File: src/rtl/io_bus_decoder_pkg.sv
// Shared constants and types for the I/O bus decoder.
// State encodings, slave count, float value, lane-fill helper.
package io_bus_decoder_pkg;

   localparam int SLV_COUNT = 4;

   localparam logic [31:0] IO_FLOAT = 32'hFFFF_FFFF;

   localparam logic [1:0] ST_IDLE      = 2'd0;
   localparam logic [1:0] ST_READ_WAIT = 2'd1;
   localparam logic [1:0] ST_READ_FILL = 2'd2;

   typedef struct packed {
      logic [SLV_COUNT-1:0] sel;
      logic [3:0]           be;
      logic [15:0]          addr;
   } rd_ctx_t;

   // Disabled byte lanes read back as floating bus (all ones).
   function automatic logic [31:0] lane_fill(
      input logic [31:0] data,
      input logic [3:0]  be
   );
      logic [31:0] r;
      r = data;
      for (int i = 0; i < 4; i++) begin
         if (!be[i]) r[8*i +: 8] = 8'hFF;
      end
      return r;
   endfunction

endpackage

File: src/rtl/io_bus_decoder_window_match.sv
// Address window matcher for the I/O bus decoder.
// Lowest-index window wins when windows overlap.
module io_window_match
   import io_bus_decoder_pkg::*;
(
   input  logic [15:0]             address,
   input  logic [SLV_COUNT*16-1:0] bases,
   input  logic [SLV_COUNT*16-1:0] masks,
   output logic [SLV_COUNT-1:0]    hit_onehot,
   output logic                    hit
);

   localparam logic [SLV_COUNT-1:0] ONE = 1;

   logic [SLV_COUNT-1:0] raw;

   // Raw per-window compare of masked address against base.
   always_comb begin
      raw = '0;
      for (int i = 0; i < SLV_COUNT; i++) begin
         raw[i] = (address & masks[16*i +: 16])
                  == bases[16*i +: 16];
      end
   end

   // Isolate the lowest set bit to resolve overlaps.
   assign hit_onehot = raw & (~raw + ONE);
   assign hit        = |raw;

endmodule

File: src/rtl/io_bus_decoder.sv
// I/O-space Avalon decoder to four peripheral slaves.
// Synthetic responses for unmapped ports and hung slaves.
module io_bus_decoder
   import io_bus_decoder_pkg::*;
#(
   parameter logic [15:0] SLV0_BASE = 16'h0000,
   parameter logic [15:0] SLV0_MASK = 16'hFFE0,
   parameter logic [15:0] SLV1_BASE = 16'h0020,
   parameter logic [15:0] SLV1_MASK = 16'hFFE0,
   parameter logic [15:0] SLV2_BASE = 16'h0040,
   parameter logic [15:0] SLV2_MASK = 16'hFFE0,
   parameter logic [15:0] SLV3_BASE = 16'h0060,
   parameter logic [15:0] SLV3_MASK = 16'hFFE0,
   parameter logic [15:0] TIMEOUT   = 16'd255
) (
   input  logic         clk,
   input  logic         rst_n,
   input  logic [15:0]  avalon_io_address,
   input  logic [3:0]   avalon_io_byteenable,
   input  logic         avalon_io_read,
   input  logic         avalon_io_write,
   input  logic [31:0]  avalon_io_writedata,
   output logic         avalon_io_waitrequest,
   output logic         avalon_io_readdatavalid,
   output logic [31:0]  avalon_io_readdata,
   output logic [15:0]  slv_address,
   output logic [3:0]   slv_byteenable,
   output logic [31:0]  slv_writedata,
   output logic [3:0]   slv_read,
   output logic [3:0]   slv_write,
   input  logic [127:0] slv_readdata,
   input  logic [3:0]   slv_readdatavalid,
   input  logic [3:0]   slv_waitrequest,
   output logic         io_timeout,
   output logic [15:0]  io_timeout_address
);

   logic [1:0]  state;
   logic [1:0]  state_nx;
   logic [15:0] cnt;
   logic [15:0] cnt_nx;
   rd_ctx_t     ctx;
   logic        ctx_load;

   logic [SLV_COUNT-1:0] hit_onehot;
   logic                 hit;
   logic [SLV_COUNT-1:0] strobe;

   logic        req;
   logic        stall;
   logic        rsp_hit;
   logic [31:0] rsp_data;
   logic        waitreq;
   logic        fire;
   logic [15:0] fire_addr;
   logic        rdv_set;
   logic [31:0] rd_nx;
   logic [15:0] to_addr_q;

   io_window_match u_match (
      .address    (avalon_io_address),
      .bases      ({SLV3_BASE, SLV2_BASE,
                    SLV1_BASE, SLV0_BASE}),
      .masks      ({SLV3_MASK, SLV2_MASK,
                    SLV1_MASK, SLV0_MASK}),
      .hit_onehot (hit_onehot),
      .hit        (hit)
   );

   assign req     = avalon_io_read | avalon_io_write;
   assign stall   = |(hit_onehot & slv_waitrequest);
   assign rsp_hit = |(slv_readdatavalid & ctx.sel);

   // Pick the pending slave's data lane.
   always_comb begin
      rsp_data = '0;
      for (int i = 0; i < SLV_COUNT; i++) begin
         rsp_data = rsp_data
                  | (slv_readdata[32*i +: 32]
                     & {32{ctx.sel[i]}});
      end
   end

   // Next-state, handshake and completion decisions.
   always_comb begin
      state_nx  = state;
      cnt_nx    = '0;
      ctx_load  = 1'b0;
      strobe    = '0;
      waitreq   = 1'b0;
      fire      = 1'b0;
      fire_addr = ctx.addr;
      rdv_set   = 1'b0;
      rd_nx     = IO_FLOAT;
      unique case (state)
         ST_IDLE: begin
            if (req && hit) begin
               if (stall && cnt == TIMEOUT) begin
                  fire      = 1'b1;
                  fire_addr = avalon_io_address;
                  if (avalon_io_read) begin
                     state_nx = ST_READ_FILL;
                     rdv_set  = 1'b1;
                  end
               end else begin
                  strobe  = hit_onehot;
                  waitreq = stall;
                  if (stall) begin
                     cnt_nx = cnt + 16'd1;
                  end else if (avalon_io_read) begin
                     state_nx = ST_READ_WAIT;
                     ctx_load = 1'b1;
                  end
               end
            end else if (avalon_io_read) begin
               state_nx = ST_READ_FILL;
               rdv_set  = 1'b1;
            end
         end
         ST_READ_WAIT: begin
            waitreq = 1'b1;
            if (rsp_hit) begin
               rdv_set  = 1'b1;
               rd_nx    = lane_fill(rsp_data, ctx.be);
               state_nx = ST_IDLE;
            end else if (cnt == TIMEOUT) begin
               fire     = 1'b1;
               rdv_set  = 1'b1;
               state_nx = ST_IDLE;
            end else begin
               cnt_nx = cnt + 16'd1;
            end
         end
         ST_READ_FILL: begin
            waitreq  = 1'b1;
            state_nx = ST_IDLE;
         end
         default: begin
            state_nx = ST_IDLE;
         end
      endcase
   end

   // State, stall counter and pending read context.
   always_ff @(posedge clk or negedge rst_n) begin
      if (!rst_n) begin
         state <= ST_IDLE;
         cnt   <= '0;
         ctx   <= '0;
      end else begin
         state <= state_nx;
         cnt   <= cnt_nx;
         if (ctx_load) begin
            ctx.sel  <= hit_onehot;
            ctx.be   <= avalon_io_byteenable;
            ctx.addr <= avalon_io_address;
         end
      end
   end

   // Registered read completion toward the master.
   always_ff @(posedge clk or negedge rst_n) begin
      if (!rst_n) begin
         avalon_io_readdatavalid <= 1'b0;
         avalon_io_readdata      <= '0;
      end else begin
         avalon_io_readdatavalid <= rdv_set;
         if (rdv_set) avalon_io_readdata <= rd_nx;
      end
   end

   // Hold the address of the most recent timeout.
   always_ff @(posedge clk or negedge rst_n) begin
      if (!rst_n) begin
         to_addr_q <= '0;
      end else if (fire) begin
         to_addr_q <= fire_addr;
      end
   end

   assign io_timeout         = fire;
   assign io_timeout_address = fire ? fire_addr : to_addr_q;

   assign avalon_io_waitrequest = waitreq;

   assign slv_address    = avalon_io_address;
   assign slv_byteenable = avalon_io_byteenable;
   assign slv_writedata  = avalon_io_writedata;
   assign slv_read  = avalon_io_read  ? strobe : 4'b0000;
   assign slv_write = avalon_io_write ? strobe : 4'b0000;

endmodule

File: config.mk
export PLATFORM = sky130hd
export DESIGN_NAME = io_bus_decoder
export DESIGN_NICKNAME = d
export VERILOG_FILES = /design/src/rtl/io_bus_decoder_pkg.sv /design/src/rtl/io_bus_decoder_window_match.sv /design/src/rtl/io_bus_decoder.sv
export SDC_FILE = /design/constraint.sdc
export NUM_CORES = 1
export LEC_CHECK = 0
export BUFFER_PORTS_ARGS = -buffer_cell sky130_fd_sc_hd__clkbuf_2
export CAP_MARGIN = 40
export CORE_ASPECT_RATIO = 0.75
export CORE_MARGIN = 3
export CORE_UTILIZATION = 40
export CTS_CLUSTER_SIZE = 30
export DETAILED_ROUTE_END_ITERATION = 12
export PLACE_DENSITY = 0.84
export SETUP_SLACK_MARGIN = 0.3
export SLEW_MARGIN = 10
export SYNTH_ARGS = -nofsm -noshare
export SYNTH_HDL_FRONTEND = slang
export SYNTH_SLANG_ARGS = --single-unit
File: constraint.sdc
create_clock -name clk -period 6.45 [get_ports clk]
set_input_delay 0.3225 -clock clk [delete_from_list [all_inputs] [get_ports clk]]
set_output_delay 0.3225 -clock clk [all_outputs]
set_load 0.01 [all_outputs]
==> metrics.cfg, run 1 <==
[status]
outcome = finished clean

[timing]
fmax_mhz = 319
period_share_pct = 48.5
slew_violations = 0
setup_violations = 0
report.final.hold_viol_count = 0
finalSetupTns_ns = 0
rsz0062_at_grt = no
worst_pin_slew_ns = 0.764
min_period_ns = 3.13
timing.slew.headroom_pct = 49.1
fin_hold_ws_ns = 0.206
clock_skew_ns = 0.00655

[logic_synthesis]
synth-async-reset-ratio_pct = 100
cells_after_synth = 519
synth-seq-cells = 91
synth.avg_cell_area_sq_um = 9.54
synth.yosys.seq_area_share_pct = 46.0
synth.yosys.warnings = 0
post_synth_num_cell_types = 37
synth_enable_flop_cells = 0
synth_area_sq_um = 4950
mappedNetlistNets = 715
synth_top_flop_cell = sky130_fd_sc_hd__dfrtp_1

[floorplan]
start_util_pct = 41.9
die_y_um = 102
top_level_ports = 303
placementRows = 34
die_width_um = 134
floorplan.core_area_sq_um = 11800
design.die.area_sq_um = 13800

[route]
drtAntennaViolNets = 0
dr.pass1.iters = 4
drt_iter0_drc = 178
drt-vias-per-instance = 5.11
vias = 4388
avgRoutedWirePerCell_um = 16.1
drcViolationCount = 0
totalWireLength_mm = 13.8

[clock_tree]
clkTransAtPathRegs_ns = 0.07
cts_tree = built
clock_sink_count = 91
clock_latency_ns = 0.33
number_of_cells_upsized_or_downsized_after_cts = 0
cts_made_buffers = 9
cts_buffer_depth = 2
root_buffer = sky130_fd_sc_hd__clkbuf_16
cts-htree-levels = 3

[cells_and_area]
syn2layout_area_growth_pct = 25.2
antenna_cells = 0
nNetsFinal = 887
layout.filler_cells = 1111
fraction_of_layout_cells_with_a_size_suffix_above_1_pct = 38.9

[min_path]
tightest_hold_check_type = primary input to register
hold_depth = 3
timing.hold.worst.start = avalon_io_byteenable[0]
hold_end = ctx[16]$_DFFE_PN0P_

[pwr]
power.density_cell_area_nw_per_um2 = 200
max-vdd-ir-drop_uv = 156
p_leak_nw = 3.06

[global_route]
grt_pass1_vias = 4127
grt-ovfl-total = 0
global_router_s_overall_resource_usage_pct = 19.3
grt_pass1_wl_mm = 21.3
pin_count_of_the_biggest_net_entering_global_routing = 54
grt_antenna_before_repair = 0

[critical_path]
reg2reg_slack_ns = 3.99
critical_path.reg2reg.endpoint = to_addr_q[4]$_DFF_PN0_
crit-reg2reg-launch = cnt[0]$_DFF_PN0_
worstSetupEndpointType = output port
worstPathRequired_ns = 6.13
critical_path_arrival_ns = 2.81
critPathLaunchType = register
criticalPathCategory = register to output port
timing.critical_path.fanout_max = 24
reg2regPathDepth = 5

[place]
placed_wire_length_estimate_mm = 10.7
gp_routability_congestion = 0.851
buffer_ports.inserted = 238

[job]
drv_cap = 0

## cell usage in the layout, fill, tap and decap left out, types with 7 or more instances in the layout
| cell | instances |
|---|---|
| sky130_fd_sc_hd__a22oi_1 | 66 |
| sky130_fd_sc_hd__and2_1 | 11 |
| sky130_fd_sc_hd__and3_1 | 7 |
| sky130_fd_sc_hd__buf_4 | 7 |
| sky130_fd_sc_hd__clkbuf_16 | 9 |
| sky130_fd_sc_hd__clkbuf_2 | 237 |
| sky130_fd_sc_hd__dfrtp_1 | 91 |
| sky130_fd_sc_hd__mux2i_1 | 16 |
| sky130_fd_sc_hd__nand2_1 | 92 |
| sky130_fd_sc_hd__nand3_1 | 9 |
| sky130_fd_sc_hd__nor2_1 | 31 |
| sky130_fd_sc_hd__nor3_1 | 9 |
| sky130_fd_sc_hd__o21ai_0 | 12 |
| sky130_fd_sc_hd__o22a_1 | 32 |
| sky130_fd_sc_hd__xor2_1 | 10 |
## cell usage after synthesis, types with 2 or more instances
cell type                  instances  area share [%]
sky130_fd_sc_hd__xnor2_1           4            0.71
sky130_fd_sc_hd__and3_1            7            0.88
sky130_fd_sc_hd__and4_1            5            0.88
sky130_fd_sc_hd__nand2_1          92             7.0
sky130_fd_sc_hd__buf_2             9            0.91
sky130_fd_sc_hd__nor2_1           31             2.3
sky130_fd_sc_hd__o22a_1           32             5.7
sky130_fd_sc_hd__dfrtp_1          91              46
sky130_fd_sc_hd__nand4_1           6            0.76
sky130_fd_sc_hd__a22oi_1          66              10
sky130_fd_sc_hd__o21ai_0          12             1.2
sky130_fd_sc_hd__ha_1              4             1.0
sky130_fd_sc_hd__mux2i_1          16             3.2
sky130_fd_sc_hd__clkbuf_1         22             1.7
sky130_fd_sc_hd__inv_1             4            0.30
sky130_fd_sc_hd__buf_6             2            0.45
sky130_fd_sc_hd__nor4_1            4            0.51
sky130_fd_sc_hd__or2_2             2            0.25
sky130_fd_sc_hd__nor3_1            9            0.91
sky130_fd_sc_hd__nand2b_1          2            0.25
sky130_fd_sc_hd__nand3_1           9            0.91
sky130_fd_sc_hd__and2_1           11             1.4
sky130_fd_sc_hd__buf_4            54             8.2
sky130_fd_sc_hd__o31ai_2           3            0.76
sky130_fd_sc_hd__xor2_1           10             1.8
## metrics by stage
stage / util, % / setup WS [ns] / power [mW] / cells / cell area (sq um)
finish: 52.4 / 3.32 / 1.24 / 858 / 6200
global route: 52.4 / 3.07 / 1.30 / 858 / 6200
CTS: 52.4 / 3.29 / 1.26 / 858 / 6200
detailed placement: 49.9 / 3.67 / 0.738 / 841 / 5900
global placement: 49.4 / 3.24 / 0.737 / 838 / 5840
floorplan: - / 4.05 / 0.678 / 519 / 4950
## worst max-delay path by stage
| stage | startpoint | end | slack (ns) | cells past startpoint |
|---|---|---|---|---|
| floorplan | cnt[0]$_DFF_PN0_ | slv_read[1] | 4.05 | 9 |
| global placement | ctx[21]$_DFFE_PN0P_ | io_timeout_address[6] | 3.24 | 6 |
| detailed placement | cnt[0]$_DFF_PN0_ | io_timeout_address[4] | 3.67 | 6 |
| CTS | cnt[0]$_DFF_PN0_ | io_timeout_address[4] | 3.29 | 6 |
| global route | cnt[0]$_DFF_PN0_ | io_timeout_address[2] | 3.07 | 7 |
| finish | cnt[0]$_DFF_PN0_ | io_timeout_address[4] | 3.32 | 6 |
## logic make-up after synthesis
family / count (synthesis) / share of synthesized area [%]
buffers and inverters: 91 / 11.5
AOI/OAI and AO/OA: 122 / 19.0
muxes: 17 / 3.69
adders and majority gates: 4 / 1.01
and+or+nand+nor: 180 / 16.3
xor gates and xnor gates: 14 / 2.48
DFF: 91 / 46.0
## flip-flops by register name, summed over array words and instances (netlist names)
| register | count |
|---|---|
| avalon_io_readdatavalid | 1 |
| avalon_io_readdata | 32 |
| cnt | 16 |
| state | 2 |
| to_addr_q | 16 |
| ctx | 24 |
## where the power goes
| part | switching [mW] | internal [mW] | leakage, nW | total, mW |
|---|---|---|---|---|
| clock network | 0.233 | 0.281 | 0.144 | 0.513 |
| registers | 0.00427 | 0.576 | 1.10 | 0.581 |
| logic | 0.0865 | 0.0602 | 1.82 | 0.147 |
## per-layer routing
| layer | wire length, um | track usage (%) | vias up | part of all wire, % |
|---|---|---|---|---|
| met1 | 6220 | 26.2 | 2067 | 45 |
| met5 | 0 | 0 | - | 0 |
| met4 | 87 | 3.83 | 0 | 0.63 |
| li1 | - | - | 2141 | - |
| met3 | 1010 | 5.81 | 8 | 7.3 |
| met2 | 6490 | 31.2 | 172 | 47 |
## critical path, cell delays in order (launching register included)
cell and delay, ns:
sky130_fd_sc_hd__dfrtp_1 0.43, sky130_fd_sc_hd__ha_1 0.25, sky130_fd_sc_hd__and3_1 0.28, sky130_fd_sc_hd__and4_1 0.35
sky130_fd_sc_hd__and3_1 0.70, sky130_fd_sc_hd__o21ai_0 0.28, sky130_fd_sc_hd__clkbuf_2 0.19
## area by class of cell
cell class | count | area, sq um | area share [%]
Sequential cell | 91 | 2280 | 36.7
Multi-Input combinational cell | 337 | 2110 | 34.0
Timing Repair Buffer | 248 | 1310 | 21.1
Clock buffer | 10 | 239 | 3.85
Tap cell | 162 | 203 | 3.27
Clock inverter | 6 | 56.3 | 0.908
Inverter | 4 | 15.0 | 0.242
## repair_timing
action                    4_1_cts  5_1_grt
buffers inserted                0        0
hold endpoints to repair       38        0
hold buffers                    1        0
Note: power is estimated with default switching activity, not from simulation.
==> run 2: changes to the inputs <==
--- a/config.mk
+++ b/config.mk
@@ -9,10 +9,10 @@
 export CAP_MARGIN = 40
 export CORE_ASPECT_RATIO = 0.75
 export CORE_MARGIN = 3
-export CORE_UTILIZATION = 40
+export CORE_UTILIZATION = 39
 export CTS_CLUSTER_SIZE = 30
 export DETAILED_ROUTE_END_ITERATION = 12
-export PLACE_DENSITY = 0.84
+export PLACE_DENSITY = 0.86
 export SETUP_SLACK_MARGIN = 0.3
 export SLEW_MARGIN = 10
 export SYNTH_ARGS = -nofsm -noshare
==> constraint.sdc (replaced) <==
create_clock -name clk -period 2.88 [get_ports clk]
set_input_delay 0.144 -clock clk [delete_from_list [all_inputs] [get_ports clk]]
set_output_delay 0.144 -clock clk [all_outputs]
set_load 0.01 [all_outputs]
==> metrics.cfg, run 2 (synthesis gave the netlist of run 1 again) <==
[route]
avgRoutedWirePerCell_um = 16.7
drcViolationCount = 0
drt_iter0_drc = 278
vias = 4594
totalWireLength_mm = 14.4
drtAntennaViolNets = 0
dr.pass1.iters = 5
drt-vias-per-instance = 5.33

[pwr]
p_leak_nw = 3.08
max-vdd-ir-drop_uv = 357
p_total_mw = 2.79
power.density_cell_area_nw_per_um2 = 447

[critical_path]
critPathLaunchType = register
critPathTopFamily = simple AND/OR/NAND/NOR gates
critical_path.n_buffers_inverters = 1
timing.critical_path.fanout_max = 7
worstPathRequired_ns = 2.74
worstSetupEndpointType = output port
critical_path.slowest_cell = sky130_fd_sc_hd__dfrtp_2
critical_path_depth = 7
critical_path_arrival_ns = 2.32
path_cells = ha_2 > and3_2 > and4_4 > and2_1 > or2_2 > nor3_2 > clkbuf_2
criticalPathCategory = register to output port
slowest_delay_ns = 0.44
reg2regPathDepth = 5

[floorplan]
start_util_pct = 41.3
design.die.area_sq_um = 14100
floorplan.core_area_sq_um = 12000
top_level_ports = 303
placementRows = 34
die_width_um = 136
die_y_um = 104

[timing]
fmax_mhz = 405
final_critical_path_setup_slack_ns = 0.411
clock_skew_ns = 0.00726
period_share_pct = 85.7
worst_pin_slew_ns = 0.902
min_period_ns = 2.47
rsz0062_at_grt = no
fin_hold_ws_ns = 0.0301
slew_violations = 0
timing.slew.headroom_pct = 39.9
report.final.hold_viol_count = 0
finalSetupTns_ns = 0
setup_violations = 0

[clock_tree]
clock_latency_ns = 0.33
clkTransAtPathRegs_ns = 0.07
cts_buffer_depth = 2
cts_tree = built
cts-htree-levels = 3
clock_sink_count = 91
root_buffer = sky130_fd_sc_hd__clkbuf_16
cts_made_buffers = 9

[global_route]
grt_pass1_vias = 4343
grt-ovfl-total = 0
global_router_s_overall_resource_usage_pct = 20.0
pin_count_of_the_biggest_net_entering_global_routing = 50
grt_antenna_before_repair = 0
grt_pass1_wl_mm = 22.5

[min_path]
hold_depth = 3
tightest_hold_check_type = primary input to register

[cells_and_area]
layout.cells.most_common = sky130_fd_sc_hd__clkbuf_2
fraction_of_layout_cells_with_a_size_suffix_above_1_pct = 40.3
finish.instance_area_sq_um = 6250
registers.top_by_ff_count = avalon_io_readdata
syn2layout_area_growth_pct = 26.1
biggest_registers_after_layout = avalon_io_readdata x32, ctx x24
layout.filler_cells = 1110
layout_common_cells = sky130_fd_sc_hd__clkbuf_2, sky130_fd_sc_hd__nand2_1, sky130_fd_sc_hd__dfrtp_1, sky130_fd_sc_hd__a22oi_1, sky130_fd_sc_hd__o22a_1
nNetsFinal = 891
footprint_of_the_multi_input_gates_sq_um = 2130
post_layout_nonfiller_instances = 862
largest_reg_flops = 32
layout.core_utilization_pct = 52.1
seqCellArea_sq_um = 2280
antenna_cells = 0

[place]
numPlacedInstances = 843
gp_routability_congestion = 0.915
placed_wire_length_estimate_mm = 10.9
place_ws_ns = 0.542
buffer_ports.inserted = 238
post_dp_cell_area_sq_um = 5890

[job]
drv_cap = 0

[status]
outcome = finished clean

==> run 2: worst paths after layout <==
path                                    startpoint                           endpoint  slack [ns]
max in group asynchronous                    rst_n  avalon_io_readdata[3]$_DFFE_PN0P_        1.87
hold reg to reg                 ctx[1]$_DFFE_PN0P_                 ctx[1]$_DFFE_PN0P_        0.49
setup / recovery                  cnt[0]$_DFF_PN0_                        slv_read[3]        0.41
setup reg to reg              state[1]$_DFFE_PN0P_                ctx[20]$_DFFE_PN0P_        0.71
min in group asynchronous                    rst_n            to_addr_q[14]$_DFF_PN0_        0.34
hold / removal             avalon_io_byteenable[2]                ctx[18]$_DFFE_PN0P_        0.03
==> run 2: worst reg2reg max path, cell delays in order (launching register included) <==
cell	delay [ns]
sky130_fd_sc_hd__dfrtp_1	0.41
sky130_fd_sc_hd__inv_1	0.10
sky130_fd_sc_hd__ha_2	0.25
sky130_fd_sc_hd__nand2_1	0.20
sky130_fd_sc_hd__or3_1	0.73
sky130_fd_sc_hd__o41ai_1	0.39
==> run 2: metal layers <==
layer / global-route usage [%] / wire, um / vias up / part of all wire (%)
li1: - / - / 2150 / -
met1: 28.1 / 6260 / 2229 / 43
met2: 30.7 / 6770 / 201 / 47
met3: 5.96 / 1280 / 14 / 8.8
met4: 3.88 / 107 / 0 / 0.74
met5: 0 / 0 / - / 0
==> run 2: layout make-up <==
cell class | instances | area share [%]
clock buffer | 9 | 3.60
sequential | 91 | 36.5
multi-input combinational | 337 | 34.0
inverter | 4 | 0.240
timing repair buffer | 252 | 21.3
clock inverter | 7 | 1.14
tap | 162 | 3.24
==> run 2: what timing repair did <==
item	in CTS	in global routing
buffers inserted	1	1
resized for setup	6	11
hold endpoints to repair	42	0
endpoints found under the setup margin	17	23
hold buffers	1	0
==> run 2: power breakdown <==
group | total [mW] | leakage [nW] | switching, mW | internal, mW
clock | 1.16 | 0.144 | 0.547 | 0.611
combinational | 0.337 | 1.84 | 0.197 | 0.139
sequential | 1.30 | 1.10 | 0.00969 | 1.29
total | 2.79 | 3.08 | 0.754 | 2.04
==> run 3: changes to the inputs <==
--- a/config.mk
+++ b/config.mk
@@ -13,6 +13,7 @@
 export CTS_CLUSTER_SIZE = 30
 export DETAILED_ROUTE_END_ITERATION = 12
 export PLACE_DENSITY = 0.86
+export RECOVER_POWER = 25
 export SETUP_SLACK_MARGIN = 0.3
 export SLEW_MARGIN = 10
 export SYNTH_ARGS = -nofsm -noshare
==> metrics.cfg, run 3 (synthesis gave the netlist of run 1 again) <==
[status]
outcome = finished clean

[global_route]
grt-ovfl-total = 0
grt_antenna_before_repair = 0
pin_count_of_the_biggest_net_entering_global_routing = 50
grt_pass1_vias = 4343
global_router_s_overall_resource_usage_pct = 20.0
grt_pass1_wl_mm = 22.5

[place]
gp_routability_congestion = 0.915
place_ws_ns = 0.542
post_dp_cell_area_sq_um = 5890
placed_wire_length_estimate_mm = 10.9
buffer_ports.inserted = 238
numPlacedInstances = 843

[timing]
clock_skew_ns = 0.00733
period_share_pct = 85.7
fmax_mhz = 405
final_critical_path_setup_slack_ns = 0.412
report.final.hold_viol_count = 0
setup_violations = 0
timing.slew.headroom_pct = 28.1
rsz0062_at_grt = no
min_period_ns = 2.47
finalSetupTns_ns = 0
slew_violations = 0
worst_pin_slew_ns = 1.08

[floorplan]
placementRows = 34
die_y_um = 104
floorplan.core_area_sq_um = 12000
die_width_um = 136
start_util_pct = 41.3
top_level_ports = 303
design.die.area_sq_um = 14100

[pwr]
max-vdd-ir-drop_uv = 358
p_leak_nw = 3.02
power.density_cell_area_nw_per_um2 = 449

[clock_tree]
cts_buffer_depth = 2
cts-htree-levels = 3
cts_made_buffers = 9
cts_tree = built
clock_sink_count = 91
clock_latency_ns = 0.33
root_buffer = sky130_fd_sc_hd__clkbuf_16
clkTransAtPathRegs_ns = 0.07

[critical_path]
critPathLaunchType = register
path_cells = ha_2 > and3_2 > and4_4 > and2_1 > or2_2 > nor3_2 > clkbuf_2
slowest_delay_ns = 0.44
timing.critical_path.fanout_max = 7
worstSetupEndpointType = output port
worstPathRequired_ns = 2.74
criticalPathCategory = register to output port
critical_path.slowest_cell = sky130_fd_sc_hd__dfrtp_2
critical_path_arrival_ns = 2.32

[cells_and_area]
largest_reg_flops = 32
post_layout_nonfiller_instances = 862
finish.instance_area_sq_um = 6220
nNetsFinal = 891
registers.top_by_ff_count = avalon_io_readdata
antenna_cells = 0
layout_common_cells = sky130_fd_sc_hd__clkbuf_2, sky130_fd_sc_hd__nand2_1, sky130_fd_sc_hd__dfrtp_1, sky130_fd_sc_hd__a22oi_1, sky130_fd_sc_hd__o22a_1
syn2layout_area_growth_pct = 25.6
layout.cells.most_common = sky130_fd_sc_hd__clkbuf_2
seqCellArea_sq_um = 2280
layout.core_utilization_pct = 51.9
biggest_registers_after_layout = avalon_io_readdata x32, ctx x24
footprint_of_the_multi_input_gates_sq_um = 2130
fraction_of_layout_cells_with_a_size_suffix_above_1_pct = 37.4
layout.filler_cells = 1126

[route]
drtAntennaViolNets = 0
avgRoutedWirePerCell_um = 16.8
drt_iter0_drc = 285
drt-vias-per-instance = 5.33
drcViolationCount = 0
vias = 4594
dr.pass1.iters = 5
totalWireLength_mm = 14.5

[min_path]
tightest_hold_check_type = primary input to register

[job]
drv_cap = 0

-- run 3: changes by cell type in the layout (fill, tap and decap cells not counted) --
cell and change:
sky130_fd_sc_hd__clkbuf_2 -19, sky130_fd_sc_hd__clkbuf_1 +20, sky130_fd_sc_hd__buf_4 -1
-- run 3: layer usage --
layer	vias up	GRT usage [%]	wire length [um]
met3	20	5.96	1340
met2	216	30.7	6740
met1	2208	28.1	6260
met4	0	3.88	125
li1	2150	-	-
met5	-	0	0
-- run 3: path summary, 6_finish.rpt --
path	start	end	slack [ns]	cells past startpoint
hold reg to reg	ctx[2]$_DFFE_PN0P_	ctx[2]$_DFFE_PN0P_	0.48	2
setup reg to reg	state[1]$_DFFE_PN0P_	ctx[20]$_DFFE_PN0P_	0.70	5
min in group asynchronous	rst_n	to_addr_q[14]$_DFF_PN0_	0.54	2
max in group asynchronous	rst_n	avalon_io_readdata[0]$_DFFE_PN0P_	1.51	3
setup / recovery	cnt[0]$_DFF_PN0_	slv_read[3]	0.41	7
hold / removal	avalon_io_byteenable[2]	ctx[18]$_DFFE_PN0P_	0.03	3
-- run 3: cell type report --
class | count | area share (%)
timing repair buffer | 252 | 20.9
tap | 162 | 3.26
inverter | 4 | 0.241
clock inverter | 7 | 1.15
sequential | 91 | 36.6
clock buffer | 9 | 3.62
multi-input combinational | 337 | 34.2
-- run 3: power by group --
group          internal [mW]  switching, mW
logic                  0.135          0.200
registers               1.29         0.0104
clock network          0.611          0.547
total                   2.04          0.757
-- run 3: critical path, delay by kind of cell, from the launching register on --
| family | cells | cell delay (ns) |
|---|---|---|
| AND/OR/NAND/NOR | 5 | 1.16 |
| flip-flops | 1 | 0.44 |
| adder cells (fa/ha/maj) | 1 | 0.22 |
| buffers and inverters | 1 | 0.17 |
-- run 3: timing repair --
| action | 4_1_cts | 5_1_grt |
|---|---|---|
| resized for setup | 6 | 11 |
| buffers inserted | 1 | 1 |
| endpoints found under the setup margin | 17 | 23 |
| pin swaps | 0 | 0 |
| cloned | 0 | 0 |
| endpoints found under the hold margin | 42 | 0 |
| hold buffers | 1 | 0 |
-- run 3: through the flow --
stage	hold slack, ns	total power, mW
global placement	0.169	1.65
global route	0.0385	2.93
CTS	0.0110	2.84
finish	0.0310	2.79
floorplan	-0.152	1.52
detailed placement	0.176	1.66
